## config.mk

```make
export PLATFORM = sky130hd
export DESIGN_NAME = hs_req_ack_tx_flat
export DESIGN_NICKNAME = d
export VERILOG_FILES = /design/src/rtl/hs_req_ack_tx_pkg.sv /design/src/rtl/hs_req_ack_tx_if.sv /design/src/rtl/ff_synchronizer.sv /design/src/rtl/hs_req_ack_tx.sv /design/src/flat_wrapper.sv
export SDC_FILE = /design/constraint.sdc
export NUM_CORES = 1
export LEC_CHECK = 0
export BUFFER_PORTS_ARGS = -buffer_cell sky130_fd_sc_hd__clkbuf_2
export CORE_ASPECT_RATIO = 1.4
export CORE_MARGIN = 2
export CORE_UTILIZATION = 48
export DETAILED_ROUTE_END_ITERATION = 8
export PLACE_DENSITY = 0.75
export SLEW_MARGIN = 20
export SYNTH_ARGS = -nofsm -noshare
export SYNTH_HDL_FRONTEND = slang
export SYNTH_HIERARCHICAL = 1
export SYNTH_SLANG_ARGS = --single-unit
```

## constraint.sdc

```tcl
create_clock -name clk -period 1.63 [get_ports clk]
set_clock_uncertainty 0.1 [all_clocks]
set_input_delay 0.326 -clock clk [delete_from_list [all_inputs] [get_ports clk]]
set_output_delay 0.326 -clock clk [all_outputs]
set_load 0.1 [all_outputs]
```

## src/rtl/hs_req_ack_tx_pkg.sv

```systemverilog
// Shared types and defaults for the 4-phase req/ack transmit controller.
package hs_req_ack_tx_pkg;

    typedef enum logic [1:0] {
        IDLE = 2'd0,
        REQ  = 2'd1,
        REL  = 2'd2
    } hs_state_t;

    localparam int DEFAULT_SYNC_STAGES = 2;

endpackage

```

## src/rtl/hs_req_ack_tx_if.sv

```systemverilog
// Local valid/ready word input and the cross-domain req/data/ack bundle.
interface hs_req_ack_tx_if #(
    parameter int WIDTH = 8
);
    logic             s_valid;
    logic             s_ready;
    logic [WIDTH-1:0] s_data;
    logic             x_req;
    logic [WIDTH-1:0] x_data;
    logic             x_ack_async;

    // master is the transmit controller, slave is the surrounding logic
    modport master (
        input  s_valid, s_data, x_ack_async,
        output s_ready, x_req, x_data
    );

    modport slave (
        output s_valid, s_data, x_ack_async,
        input  s_ready, x_req, x_data
    );
endinterface

```

## src/rtl/ff_synchronizer.sv

```systemverilog
// Plain flop-chain synchronizer for a single asynchronous bit.
module ff_synchronizer #(
    parameter int STAGES = 2
) (
    input  logic clk,
    input  logic rst_n,
    input  logic d,
    output logic q
);
    logic [STAGES-1:0] sync_q;

    always_ff @(posedge clk or negedge rst_n) begin
        if (!rst_n) sync_q <= '0;
        else        sync_q <= {sync_q[STAGES-2:0], d};
    end

    assign q = sync_q[STAGES-1];
endmodule

```

## src/rtl/hs_req_ack_tx.sv

```systemverilog
// Source side of a 4-phase req/ack crossing: holds one word on x_data per handshake,
// watches the synchronized ack, counts transfers and flags stalled handshakes.
module hs_req_ack_tx
    import hs_req_ack_tx_pkg::*;
#(
    parameter int WIDTH       = 8,
    parameter int SYNC_STAGES = DEFAULT_SYNC_STAGES,
    parameter int TIMEOUT_CYC = 1024,
    parameter int CNT_W       = 16
) (
    input  logic                 clk,
    input  logic                 rst,
    hs_req_ack_tx_if.master      bus,
    input  logic                 err_clr,
    output logic                 done,
    output logic                 busy,
    output logic                 err_timeout,
    output logic [CNT_W-1:0]     xfer_cnt
);
    localparam int WAIT_W = (TIMEOUT_CYC < 1) ? 1 : $clog2(TIMEOUT_CYC + 1);
    localparam logic [WAIT_W-1:0] WAIT_MAX  = WAIT_W'(TIMEOUT_CYC);
    localparam logic [WAIT_W-1:0] WAIT_LAST = WAIT_W'((TIMEOUT_CYC < 1) ? 0 : TIMEOUT_CYC - 1);
    localparam bit TIMEOUT_EN = (TIMEOUT_CYC > 0);

    hs_state_t        state, state_next;
    logic             ack_s;
    logic             accept;
    logic             wait_state;
    logic             state_change;
    logic             timeout_hit;
    logic             handshake_done;
    logic             x_req_q;
    logic [WIDTH-1:0] x_data_q;
    logic [WAIT_W-1:0] wait_cnt;

    // The synchronizer has no reset so a stale remote ack stays visible across our reset
    ff_synchronizer #(
        .STAGES (SYNC_STAGES)
    ) u_ack_sync (
        .clk   (clk),
        .rst_n (1'b1),
        .d     (bus.x_ack_async),
        .q     (ack_s)
    );

    assign bus.s_ready  = (state == IDLE) && !ack_s;
    assign accept       = bus.s_valid && bus.s_ready;
    assign busy         = (state != IDLE);
    assign wait_state   = (state == REQ) || (state == REL);
    assign state_change = (state_next != state);
    assign timeout_hit  = TIMEOUT_EN && wait_state && (wait_cnt == WAIT_LAST);
    assign bus.x_req    = x_req_q;
    assign bus.x_data   = x_data_q;

    always_ff @(posedge clk) begin
        if (rst) state <= IDLE;
        else     state <= state_next;
    end

    always_comb begin
        state_next     = state;
        handshake_done = 1'b0;
        case (state)
            IDLE: if (accept) state_next = REQ;
            REQ:  if (ack_s)  state_next = REL;
            REL:  if (!ack_s) begin
                      state_next     = IDLE;
                      handshake_done = 1'b1;
                  end
            default: state_next = IDLE;
        endcase
    end

    always_ff @(posedge clk) begin
        if (rst) begin
            x_req_q  <= 1'b0;
            x_data_q <= '0;
            done     <= 1'b0;
            xfer_cnt <= '0;
        end else begin
            x_req_q <= (state_next == REQ);
            if (accept) x_data_q <= bus.s_data;
            done <= handshake_done;
            if (handshake_done) xfer_cnt <= xfer_cnt + 1'b1;
        end
    end

    // Set fires only on the step into saturation, so a cleared flag stays clear while parked
    always_ff @(posedge clk) begin
        if (rst) begin
            wait_cnt    <= '0;
            err_timeout <= 1'b0;
        end else begin
            if (state_change || !wait_state)
                wait_cnt <= '0;
            else if (TIMEOUT_EN && (wait_cnt != WAIT_MAX))
                wait_cnt <= wait_cnt + 1'b1;

            if (timeout_hit)  err_timeout <= 1'b1;
            else if (err_clr) err_timeout <= 1'b0;
        end
    end
endmodule

```

## src/flat_wrapper.sv

```systemverilog
// flat-port wrapper written by rule: the top's interface ports become plain ports
module hs_req_ack_tx_flat import hs_req_ack_tx_pkg::*;
#(
    parameter int WIDTH       = 8,
    parameter int SYNC_STAGES = DEFAULT_SYNC_STAGES,
    parameter int TIMEOUT_CYC = 1024,
    parameter int CNT_W       = 16
)
  (clk, rst, err_clr, done, busy, err_timeout, xfer_cnt, bus_s_valid, bus_s_data, bus_x_ack_async, bus_s_ready, bus_x_req, bus_x_data);
  hs_req_ack_tx_if #(.WIDTH(WIDTH)) bus_i ();
  input  logic clk;
  input  logic rst;
  input  logic err_clr;
  output logic done;
  output logic busy;
  output logic err_timeout;
  output logic [CNT_W-1:0] xfer_cnt;
  input wire logic [$bits(bus_i.s_valid)-1:0] bus_s_valid;
  input wire logic [$bits(bus_i.s_data)-1:0] bus_s_data;
  input wire logic [$bits(bus_i.x_ack_async)-1:0] bus_x_ack_async;
  output wire logic [$bits(bus_i.s_ready)-1:0] bus_s_ready;
  output wire logic [$bits(bus_i.x_req)-1:0] bus_x_req;
  output wire logic [$bits(bus_i.x_data)-1:0] bus_x_data;
  assign bus_i.s_valid = bus_s_valid;
  assign bus_i.s_data = bus_s_data;
  assign bus_i.x_ack_async = bus_x_ack_async;
  assign bus_s_ready = bus_i.s_ready;
  assign bus_x_req = bus_i.x_req;
  assign bus_x_data = bus_i.x_data;
  hs_req_ack_tx #(.WIDTH(WIDTH), .SYNC_STAGES(SYNC_STAGES), .TIMEOUT_CYC(TIMEOUT_CYC), .CNT_W(CNT_W)) u_core (.clk(clk), .rst(rst), .bus(bus_i), .err_clr(err_clr), .done(done), .busy(busy), .err_timeout(err_timeout), .xfer_cnt(xfer_cnt));
endmodule
```

[Word-level counts from Yosys, hierarchy flattened]
Cells that the tools add are included.
Cells by class
  add/subtract/negate cells: 2
  equality and inequality tests: 6
  muxes and demuxes: 8
  reductions and logical operators: 11
Operator list (count)
  $add 16x1->16 const B: 1
  $add 11x1->11 const B: 1
  $eq 11x10->1 const B: 1
  $ne 11x11->1 const B: 1
  $mux 2: 3
  $pmux 2 s3: 1
  $eq 2x1->1 const B: 2
  $mux 1: 4
  $reduce_bool 2->1: 2
  $logic_and 1x1->1: 3
  $eq 2x2->1 const B: 1
  $logic_not 1->1: 2
  $logic_not 2->1: 1
  $logic_or 1x1->1: 2
  $ne 2x2->1: 1
  $reduce_or 2->1: 1
Storage, ports and cells
  register bits: 42
  bits of input ports: 13
  output and inout bits: 29
  logic and storage cells: 35

[Depth between registers and ports, before layout]
Gate-level depths: netlist (run 1).
  depth in word-level cells: 8
  mapped depth: 7
  depth with buffers taken out: 6

[By module]
Netlist (run 1), hierarchy kept.
Modules (own cells, without submodules)
  hs_req_ack_tx: times used 1, cells each 209, area an instance 1836.8 µm², seq. area each 800.8 µm²
  ff_synchronizer: times used 1, cells each 2, area an instance 50.0 µm², seq. area each 50.0 µm²

[Worst setup path before layout (run 1)]
No wires, ideal clock.
  path kind: register -> output
  from: reg u_core.state[1]
  to: out bus_s_ready
  arrival time: 2761 ps
  required time: 1204 ps
  slack: -1557 ps
  cell stages (with the launch flop): 6
  path buffers: 1
  path through: dfxtp_1 > inv_1 > ha_1 > clkbuf_1 > inv_1 > nor2_1
On the way
  longest elaborated chain between the ends: 2
Ends and longest elaborated chain
  from (decl): RTL line hs_req_ack_tx.sv:25  | hs_state_t state, state_next;
  from (signal assigned): RTL line hs_req_ack_tx.sv:57  | else state <= state_next;
  $logic_not 2->1: RTL line hs_req_ack_tx.sv:46  | assign bus.s_ready = (state == IDLE) && !ack_s;
  $logic_and 1x1->1: RTL line hs_req_ack_tx.sv:46
  to (decl): RTL line flat_wrapper.sv:21  | output wire logic [$bits(bus_i.s_ready)-1:0] bus_s_ready;
Every way passes these cells.

[Final worst setup path (run 1)]
  from: reg u_core.state[0]
  to: out busy
On the way
  longest elaborated chain between the ends: 1
Ends and longest elaborated chain
  $reduce_bool 2->1: RTL line hs_req_ack_tx.sv:48  | assign busy = (state != IDLE);
  to (decl): RTL line flat_wrapper.sv:15  | output logic busy;
Every way passes these cells.

==> impl_metrics.toml, run 1 <==
[critical_path]
cpPeakStageDelay_ns = 0.33
crit_type = "register to primary output"
cp_top_family = "buffers and inverters"
path_buf_inv = 5
cp_slowest_cell = "dfxtp_2"
crit_chain = "inv_2 -> buf_6 -> ha_4 -> clkinvlp_4 -> buf_4 -> buf_12"
worstSetupEndpointType = "primary output"
critPathLaunchType = "register"
critical_path_arrival_ns = 1.32
cp.depth = 6
r2r_cells = 8
required_ns = 1.20
crit_fanout = 2

[grt]
first_global_vias = 1629
antenna_found_initial = 0
grt_first_pass_wirelength_microns = 6851
gr-usage-all-layers = 0.1906
grt_remaining_overflow = 0
grt_max_degree = 22

[sta]
finalSetupViolations = 9
setup_ws_ns = -0.1143
worst_pin_slew_ns = 0.5434
setup_tns_ns = -0.4233
max_freq_mhz = 573.3
slew_headroom = 0.6392
layout_min_cycle_time_ns = 1.744
whs_ns = 0.03711
rsz0062_at_grt = "true"
slew_violations = 0
final.period_utilization = 1.070
hold_viol = 0

[routing]
drt-total-wl_microns = 4326
drc_errors = 0
dr_wl_met2_microns = 2279
m1WireLength_microns = 1762
vias = 1741
drtAntennaViolNets = 0
drt_pass1_iterations = 4
vias_per_cell = 5.390
wl_per_cell_microns = 13.39
dr_wl_met3_microns = 166
drt_iter0_markers = 51
highest_layer = "met4"

[die]
die_x_microns = 56.99
dieArea_sq_um = 4456
row_count = 27
core_area_sq_um = 3851
initial_utilization = 0.4899
ios = 42
die_h_microns = 78.19

[clock_tree]
path_clk_slew_ns = 0.07
cts_buffers = 5
clk_path_buf_depth = 2
clk_latency_ns = 0.30
htreeDepth = 2
cts_sinks = 42
hold_buffers = 0
cts_tree = "done"
clockRootBuffer = "clkbuf_8"

[synth]
async_flop_share = 0.04762
ys.flop_type = "dfxtp_1"
synth_warnings = 6
seq_area_frac_synth = 0.4509
yosys.cell_count.top_type = "dfxtp_1"
synth_edf_count = 0
ys_top_cells_by_count = "40 x dfxtp_1, 31 x nor2_1, 16 x nand2_1"
ys_ff_latch = 42
syn_area_sq_um = 1887
yosysTopAreaCell = "dfxtp_1"
synth.area.top_cells = "dfxtp_1 42%, nor2_1 6.2%, xnor2_1 6.0%"
avgSynthCellArea_sq_um = 8.942
yosys.cell_types.count = 43
synthCells = 211
synth_top_area_share = 0.4244

[cells_and_area]
final_util = 0.6966
fillCellCount = 304
drive_above_1_share = 0.4393
final_nets = 299
synthToLayoutAreaGrowth_pct = 42.17
antenna_cells = 0

[placed_design]
gp_congestion = 0.8327
portBuffers = 41
place_hpwl_microns = 2895

[worst_hold_path]
holdPathStages = 1
hp-class = "primary input to register"

[pwr]
seqPwrFrac = 0.471
power_frac_clock = 0.353
combPwrFrac = 0.176
peakVddDrop_uv = 819.5
p_int_mw = 1.585
switching_share = 0.2802
power_density_nw_per_um2 = 821.1
power_leakage_nw = 1.083
p_switching_uw = 617.1

[run_status]
failed_checks = "negative setup slack"
outcome = "finished, violations left"

[flow_run]
maxCapViolCount = 0
[area by class of cell]
type                    instances  area, sq um  area share
clock buffers                   8        110.1     0.04104
well taps                      43        53.80     0.02006
multi-input cells             151         1084      0.4039
repair buffers                 67        478.0      0.1782
inverters                      12        51.30     0.01912
flip-flops and latches         42        905.9      0.3377
[routing by layer]
| metal | global-route usage | up-vias |
|---|---|---|
| li1 | - | 859 |
| met1 | 0.2208 | 827 |
| met2 | 0.3253 | 42 |
| met3 | 0.04613 | 13 |
| met4 | 0.08837 | 0 |
| met5 | 0 | - |
[registers in the layout (all words and copies together) (netlist names)]
register,count
u_core/wait_cnt,11
u_core/state,2
u_core/bus.x_req,1
u_core/xfer_cnt,16
u_core/bus.x_data,8
u_core/done,1
u_core/u_ack_sync/sync_q,2
u_core/err_timeout,1
[timing repair]
| action | in CTS | in global routing |
|---|---|---|
| pin swaps | 1 | 13 |
| buffers inserted | 2 | 3 |
| endpoints found under the setup margin | 3 | 23 |
| cloned | 0 | 1 |
| gates resized for setup | 3 | 29 |
[cells by family (layout without fill, tap and decap cells)]
logic type      after synthesis  count (layout)  synth area share
simple gates                 94              94            0.2527
buf+inv                      19              87           0.04973
mux                           4               4           0.02255
compound gates               24              24           0.08290
flops                        42              42            0.4509
other cells                   1               2          0.001987
xor+xnor                     20              20           0.09284
fa+ha+maj                     7               7           0.04642
[cell usage in the layout (no fill, tap or decap), types with 7 or more instances in the layout]
| master | netlist | layout |
|---|---|---|
| a21oi_1 | 12 | 11 |
| buf_4 | 0 | 35 |
| clkbuf_2 | 0 | 26 |
| clkbuf_8 | 2 | 8 |
| dfxtp_1 | 40 | 24 |
| dfxtp_4 | 0 | 14 |
| inv_1 | 12 | 9 |
| nand2_1 | 16 | 16 |
| nand3_1 | 14 | 13 |
| nor2_1 | 31 | 24 |
| xnor2_1 | 13 | 13 |
| xor2_1 | 7 | 7 |
[through the flow]
| step | setup WS (ns) | cell area, sq um | total power [mW] | std cells |
|---|---|---|---|---|
| CTS | -0.1178 | 2535 | 2.188 | 319 |
| finish | -0.1143 | 2683 | 2.203 | 323 |
| global route | -0.1874 | 2683 | 2.290 | 323 |
| floorplan | -0.5876 | 1984 | 1.306 | 212 |
| detailed placement | -0.001862 | 2397 | 1.399 | 309 |
| global placement | 0.05197 | 2397 | 1.394 | 309 |
[worst paths after layout]
check                               from                          end  slack (ns)
max                      u_core/state[0]                         busy       -0.11
min                      bus_x_ack_async  u_core/u_ack_sync/sync_q[0]        0.04
max reg2reg              u_core/state[0]           u_core/xfer_cnt[9]       -0.06
min reg2reg  u_core/u_ack_sync/sync_q[0]  u_core/u_ack_sync/sync_q[1]        0.26
[power by group through the flow]
stage / logic, mW / registers [mW] / clock network (mW)
final: 0.388 / 1.04 / 0.776
after global routing: 0.412 / 1.04 / 0.838
after CTS: 0.347 / 1.04 / 0.804
after detailed placement: 0.337 / 1.06 / 0
after global placement: 0.334 / 1.06 / 0
after floorplan: 0.148 / 1.16 / 0
No activity file was read; power rests on OpenSTA's default activity.
==> run 2: changes to the inputs <==
--- a/config.mk
+++ b/config.mk
@@ -10,9 +10,11 @@
 export CORE_MARGIN = 2
 export CORE_UTILIZATION = 48
 export DETAILED_ROUTE_END_ITERATION = 8
+export GPL_ROUTABILITY_DRIVEN = 0
 export PLACE_DENSITY = 0.75
 export SLEW_MARGIN = 20
 export SYNTH_ARGS = -nofsm -noshare
 export SYNTH_HDL_FRONTEND = slang
 export SYNTH_HIERARCHICAL = 1
 export SYNTH_SLANG_ARGS = --single-unit
+export TNS_END_PERCENT = 5
==> run 2 against run 1 <==
  * Critical path depth is 1 lower
  * Sequential share of layout area is 0.36 points higher
  * Critical endpoint is now bus_s_ready
  * Register-to-register slack better by 0.09 ns
  * Largest cell class unchanged
  * Combinational power is 9.5% lower
  * Power is 7.2% lower
  * Non-clock buffer count stayed put
  * Sequential cell count stayed put
  * Die area stayed put
  * The flow still finishes with violations (negative setup slack)
==> impl_metrics.toml, run 2 (synthesized netlist as in run 1, its figures left out) <==
[run_status]
outcome = "finished, violations left"
failed_checks = "negative setup slack"

[die]
core_area_sq_um = 3851
ios = 42
die_h_microns = 78.19
row_count = 27
dieArea_sq_um = 4456
initial_utilization = 0.4899
die_x_microns = 56.99

[grt]
grt_max_degree = 30
grtUsageMet3 = 0.03954
grt_first_pass_wirelength_microns = 6430
antenna_found_initial = 0
gr-usage-all-layers = 0.1823
grt_remaining_overflow = 0
first_global_vias = 1572
gr-max-usage-layer = "met2"
grt_use_met1 = 0.1894
use_met2 = 0.3356

[sta]
max_freq_mhz = 598.9
slew_violations = 0
finalSetupViolations = 2
final.period_utilization = 1.024
setup_ws_ns = -0.03964
worst_pin_slew_ns = 0.5416
rsz0062_at_grt = "true"
hold_viol = 0
layout_min_cycle_time_ns = 1.670
slew_headroom = 0.6405

[cells_and_area]
drive_above_1_share = 0.3821
finish.instance_area_sq_um = 2559
synthToLayoutAreaGrowth_pct = 35.61
antenna_cells = 0
final_cell_mix = "39 x buf_4, 29 x nor2_1, 28 x dfxtp_1"
largest_register = "u_core/xfer_cnt"
final_nets = 299
largest_reg_flops = 16
final_common_cell = "buf_4"

[critical_path]
critical_path_arrival_ns = 1.24
path_buf_inv = 3
crit_type = "register to primary output"
cp_slowest_cell = "dfxtp_2"
cpPeakStageDelay_ns = 0.34
crit_fanout = 3
crit_chain = "inv_2 -> ha_4 -> clkinvlp_4 -> nor2_4 -> buf_12"
critPathLaunchType = "register"
worstSetupEndpointType = "primary output"
cp_top_family = "buffers and inverters"
required_ns = 1.20
ff2ff_setup_slack_ns = 0.03

[placed_design]
portBuffers = 41
dp_slack_ns = -0.004013
postPlaceCellArea_sq_um = 2385
place_hpwl_microns = 2885

[worst_hold_path]
hp-class = "primary input to register"

[pwr]
peakVddDrop_uv = 616.9
power_density_nw_per_um2 = 798.9
power_leakage_nw = 1.028

[routing]
wl_per_cell_microns = 12.84
vias = 1719
drt-total-wl_microns = 4148
drt_iter0_markers = 42
drc_errors = 0
drtAntennaViolNets = 0
vias_per_cell = 5.322
drt_pass1_iterations = 4

[clock_tree]
htreeDepth = 2
clk_latency_ns = 0.29
cts_tree = "done"
clk_path_buf_depth = 2
cts_buffers = 5
hold_buffers = 0
path_clk_slew_ns = 0.07
clockRootBuffer = "clkbuf_8"
cts_sinks = 42

[flow_run]
maxCapViolCount = 0
run 2: metal layers:
layer  routed length (microns)  part of all wire  vias to the layer above
met1                      1601              0.39                      822
met4                       112             0.027                        0
met3                       156             0.038                       10
met2                      2278              0.55                       34
li1                          -                 -                      853
met5                         0                 0                        -
run 2: per-stage QoR:
| stage | total power, mW | hold WS, ns | setup TNS [ns] | util | cells |
|---|---|---|---|---|---|
| after floorplan | 1.328 | 0.2312 | -6.261 | - | 212 |
| after global placement | 1.412 | 0.2344 | 0 | 0.6192 | 311 |
| after detailed placement | 1.415 | 0.2373 | -0.004013 | 0.6192 | 311 |
| after CTS | 2.062 | 0.02820 | -0.1365 | 0.6478 | 323 |
| after global routing | 2.123 | 0.03260 | -0.3090 | 0.6644 | 323 |
| final | 2.044 | 0.03792 | -0.06898 | 0.6644 | 323 |
run 2: timing repair:
action                                  4_1_cts  5_1_grt
resized for setup                             0       17
buffers inserted                              4        0
endpoints found under the setup margin        4       24
pin swaps                                     2        4
run 2: final cells by class:
type,count,area [sq um]
tap,43,53.80
fill,329,1292
inverter,12,48.80
sequential,42,873.3
timing repair buffer,67,484.2
clock buffer,8,80.08
multi-input combinational,151,1018
run 2: power by group:
part	leakage (nW)	switching (mW)	total, mW	internal (mW)
registers	0.354	0.0122	1.06	1.04
logic	0.635	0.239	0.351	0.112
clock network	0.0395	0.334	0.638	0.304
run 2: worst paths after layout:
kind | from | to | cells past startpoint
worst max-delay path | u_core/state[1] | bus_s_ready | 5
worst max register to register | u_core/xfer_cnt[7] | u_core/xfer_cnt[14] | 4
worst min-delay path | bus_x_ack_async | u_core/u_ack_sync/sync_q[0] | 1
worst min register to register | u_core/u_ack_sync/sync_q[0] | u_core/u_ack_sync/sync_q[1] | 0
==> run 3: changes to the inputs <==
--- a/config.mk
+++ b/config.mk
@@ -6,12 +6,11 @@
 export NUM_CORES = 1
 export LEC_CHECK = 0
 export BUFFER_PORTS_ARGS = -buffer_cell sky130_fd_sc_hd__clkbuf_2
-export CORE_ASPECT_RATIO = 1.4
+export CORE_ASPECT_RATIO = 1.5
 export CORE_MARGIN = 2
-export CORE_UTILIZATION = 48
+export CORE_UTILIZATION = 40
 export DETAILED_ROUTE_END_ITERATION = 8
 export GPL_ROUTABILITY_DRIVEN = 0
-export PLACE_DENSITY = 0.75
 export SLEW_MARGIN = 20
 export SYNTH_ARGS = -nofsm -noshare
 export SYNTH_HDL_FRONTEND = slang
==> run 3 against run 2 <==
  * The flow still finishes with violations (negative setup slack)
  * Critical path depth up 1
  * First-iteration DRC count is 7.1% higher
  * Clock-buffer cell count did not move
  * Final cell count grew 7.1%
  * Final area is 0.49% higher
  * Register-to-register slack got worse by 0.05 ns
  * Power is 0.13% higher
  * Non-clock buffer count rose by 2
  * Sequential power hardly changed
  * Combinational power barely moved
  * Critical endpoint is now busy
  * Clock power about the same
==> impl_metrics.toml, run 3 (synthesized netlist as in run 1, its figures left out) <==
[worst_hold_path]
hp-class = "primary input to register"
holdPathStages = 1

[sta]
max_freq_mhz = 578.2
whs_ns = 0.03720
final.period_utilization = 1.061
setup_tns_ns = -0.1974
layout_min_cycle_time_ns = 1.729
finalSetupViolations = 3
hold_viol = 0
worst_pin_slew_ns = 0.5449
setup_ws_ns = -0.09941
slew_headroom = 0.6383
rsz0062_at_grt = "true"
slew_violations = 0

[pwr]
power_density_nw_per_um2 = 796.0
power_leakage_nw = 1.045
peakVddDrop_uv = 539.7

[die]
core_area_sq_um = 4542
ios = 42
dieArea_sq_um = 5294
die_h_microns = 88.12
die_x_microns = 60.08
initial_utilization = 0.4154
row_count = 30

[grt]
grt_max_degree = 22
grt_remaining_overflow = 0
antenna_found_initial = 0
gr-usage-all-layers = 0.1703
grt_first_pass_wirelength_microns = 6734
first_global_vias = 1565

[critical_path]
crit_chain = "inv_2 -> buf_6 -> ha_4 -> clkinvlp_4 -> buf_4 -> buf_12"
crit_type = "register to primary output"
r2r-start = "u_core/state[0]"
cp_slowest_cell = "dfxtp_2"
worstSetupEndpointType = "primary output"
path_buf_inv = 5
ff2ff_setup_slack_ns = -0.02
critPathCapture = "busy"
cp_top_family = "buffers and inverters"
cpPeakStageDelay_ns = 0.33
crit_fanout = 2
crit_start = "u_core/state[0]"
rr_endpoint = "u_core/xfer_cnt[11]"
r2r_cells = 6
cp.depth = 6
required_ns = 1.20
critPathLaunchType = "register"
critical_path_arrival_ns = 1.30

[cells_and_area]
largest_reg_flops = 16
fin_cells = 346
final_cell_mix = "41 x buf_4, 29 x nor2_1, 28 x dfxtp_1"
final_common_cell = "buf_4"
antenna_cells = 0
largest_register = "u_core/xfer_cnt"
drive_above_1_share = 0.3652
synthToLayoutAreaGrowth_pct = 36.27
final_nets = 301
final_util = 0.5661

[placed_design]
placed_cells = 335
dp_slack_ns = -0.009828
portBuffers = 41
place_hpwl_microns = 3056

[clock_tree]
clockRootBuffer = "clkbuf_8"
path_clk_slew_ns = 0.07
cts_sinks = 42
cts_buffers = 5
clk_latency_ns = 0.29
clk_path_buf_depth = 2
htreeDepth = 2
cts_tree = "done"

[routing]
drtAntennaViolNets = 0
drt_iter0_markers = 45
vias_per_cell = 4.905
drt_pass1_iterations = 4
drt-total-wl_microns = 4105
wl_per_cell_microns = 11.86
drc_errors = 0
vias = 1697

[run_status]
failed_checks = "negative setup slack"
outcome = "finished, violations left"

[flow_run]
maxCapViolCount = 0
==> run 3: layout make-up <==
class	count	area, sq um
sequential	42	868.3
timing repair buffer	69	499.2
inverter	12	48.80
fill	437	1971
clock buffer	8	80.08
tap	64	80.08
multi-input combinational	151	994.7
==> run 3: worst reg2reg max path: stages, from the launching register on <==
cell,delay [ns]
dfxtp_2,0.33
inv_2,0.06
ha_1,0.21
nand4b_1,0.18
nor4_1,0.35
a21oi_1,0.11
a31o_2,0.21
==> run 3: per-stage QoR <==
stage          power, mW  area, sq um
6_report           2.047         2571
4_1_cts            2.080         2540
3_5_place_dp       1.421         2434
2_1_floorplan      1.328         1939
3_3_place_gp       1.418         2434
5_1_grt            2.147         2571
==> run 3: how the worst min path moves through the flow <==
stage / from / to
2_1_floorplan: u_core/u_ack_sync/sync_q[0] / u_core/u_ack_sync/sync_q[1]
3_3_place_gp: u_core/u_ack_sync/sync_q[0] / u_core/u_ack_sync/sync_q[1]
3_5_place_dp: u_core/u_ack_sync/sync_q[0] / u_core/u_ack_sync/sync_q[1]
4_1_cts: bus_x_ack_async / u_core/u_ack_sync/sync_q[0]
5_1_grt: bus_x_ack_async / u_core/u_ack_sync/sync_q[0]
6_report: bus_x_ack_async / u_core/u_ack_sync/sync_q[0]
==> run 3: routing by layer <==
metal / vias up / GRT usage / wire, microns
li1: 861 / - / -
met1: 806 / 0.1799 / 1696
met2: 25 / 0.3043 / 2202
met3: 5 / 0.04136 / 119
met4: 0 / 0.08485 / 87
met5: - / 0 / 0
==> run 3: repair_timing <==
item                                    CTS  global route
pin swaps                                 1             1
hold buffers                              0             0
endpoints found under the setup margin   13            23
buffers inserted                          3             0
resized for setup                         2             7
==> run 3: report_power, final <==
part	switching [mW]	internal [mW]
Clock	0.335	0.304
Sequential	0.0124	1.05
Combinational	0.237	0.112
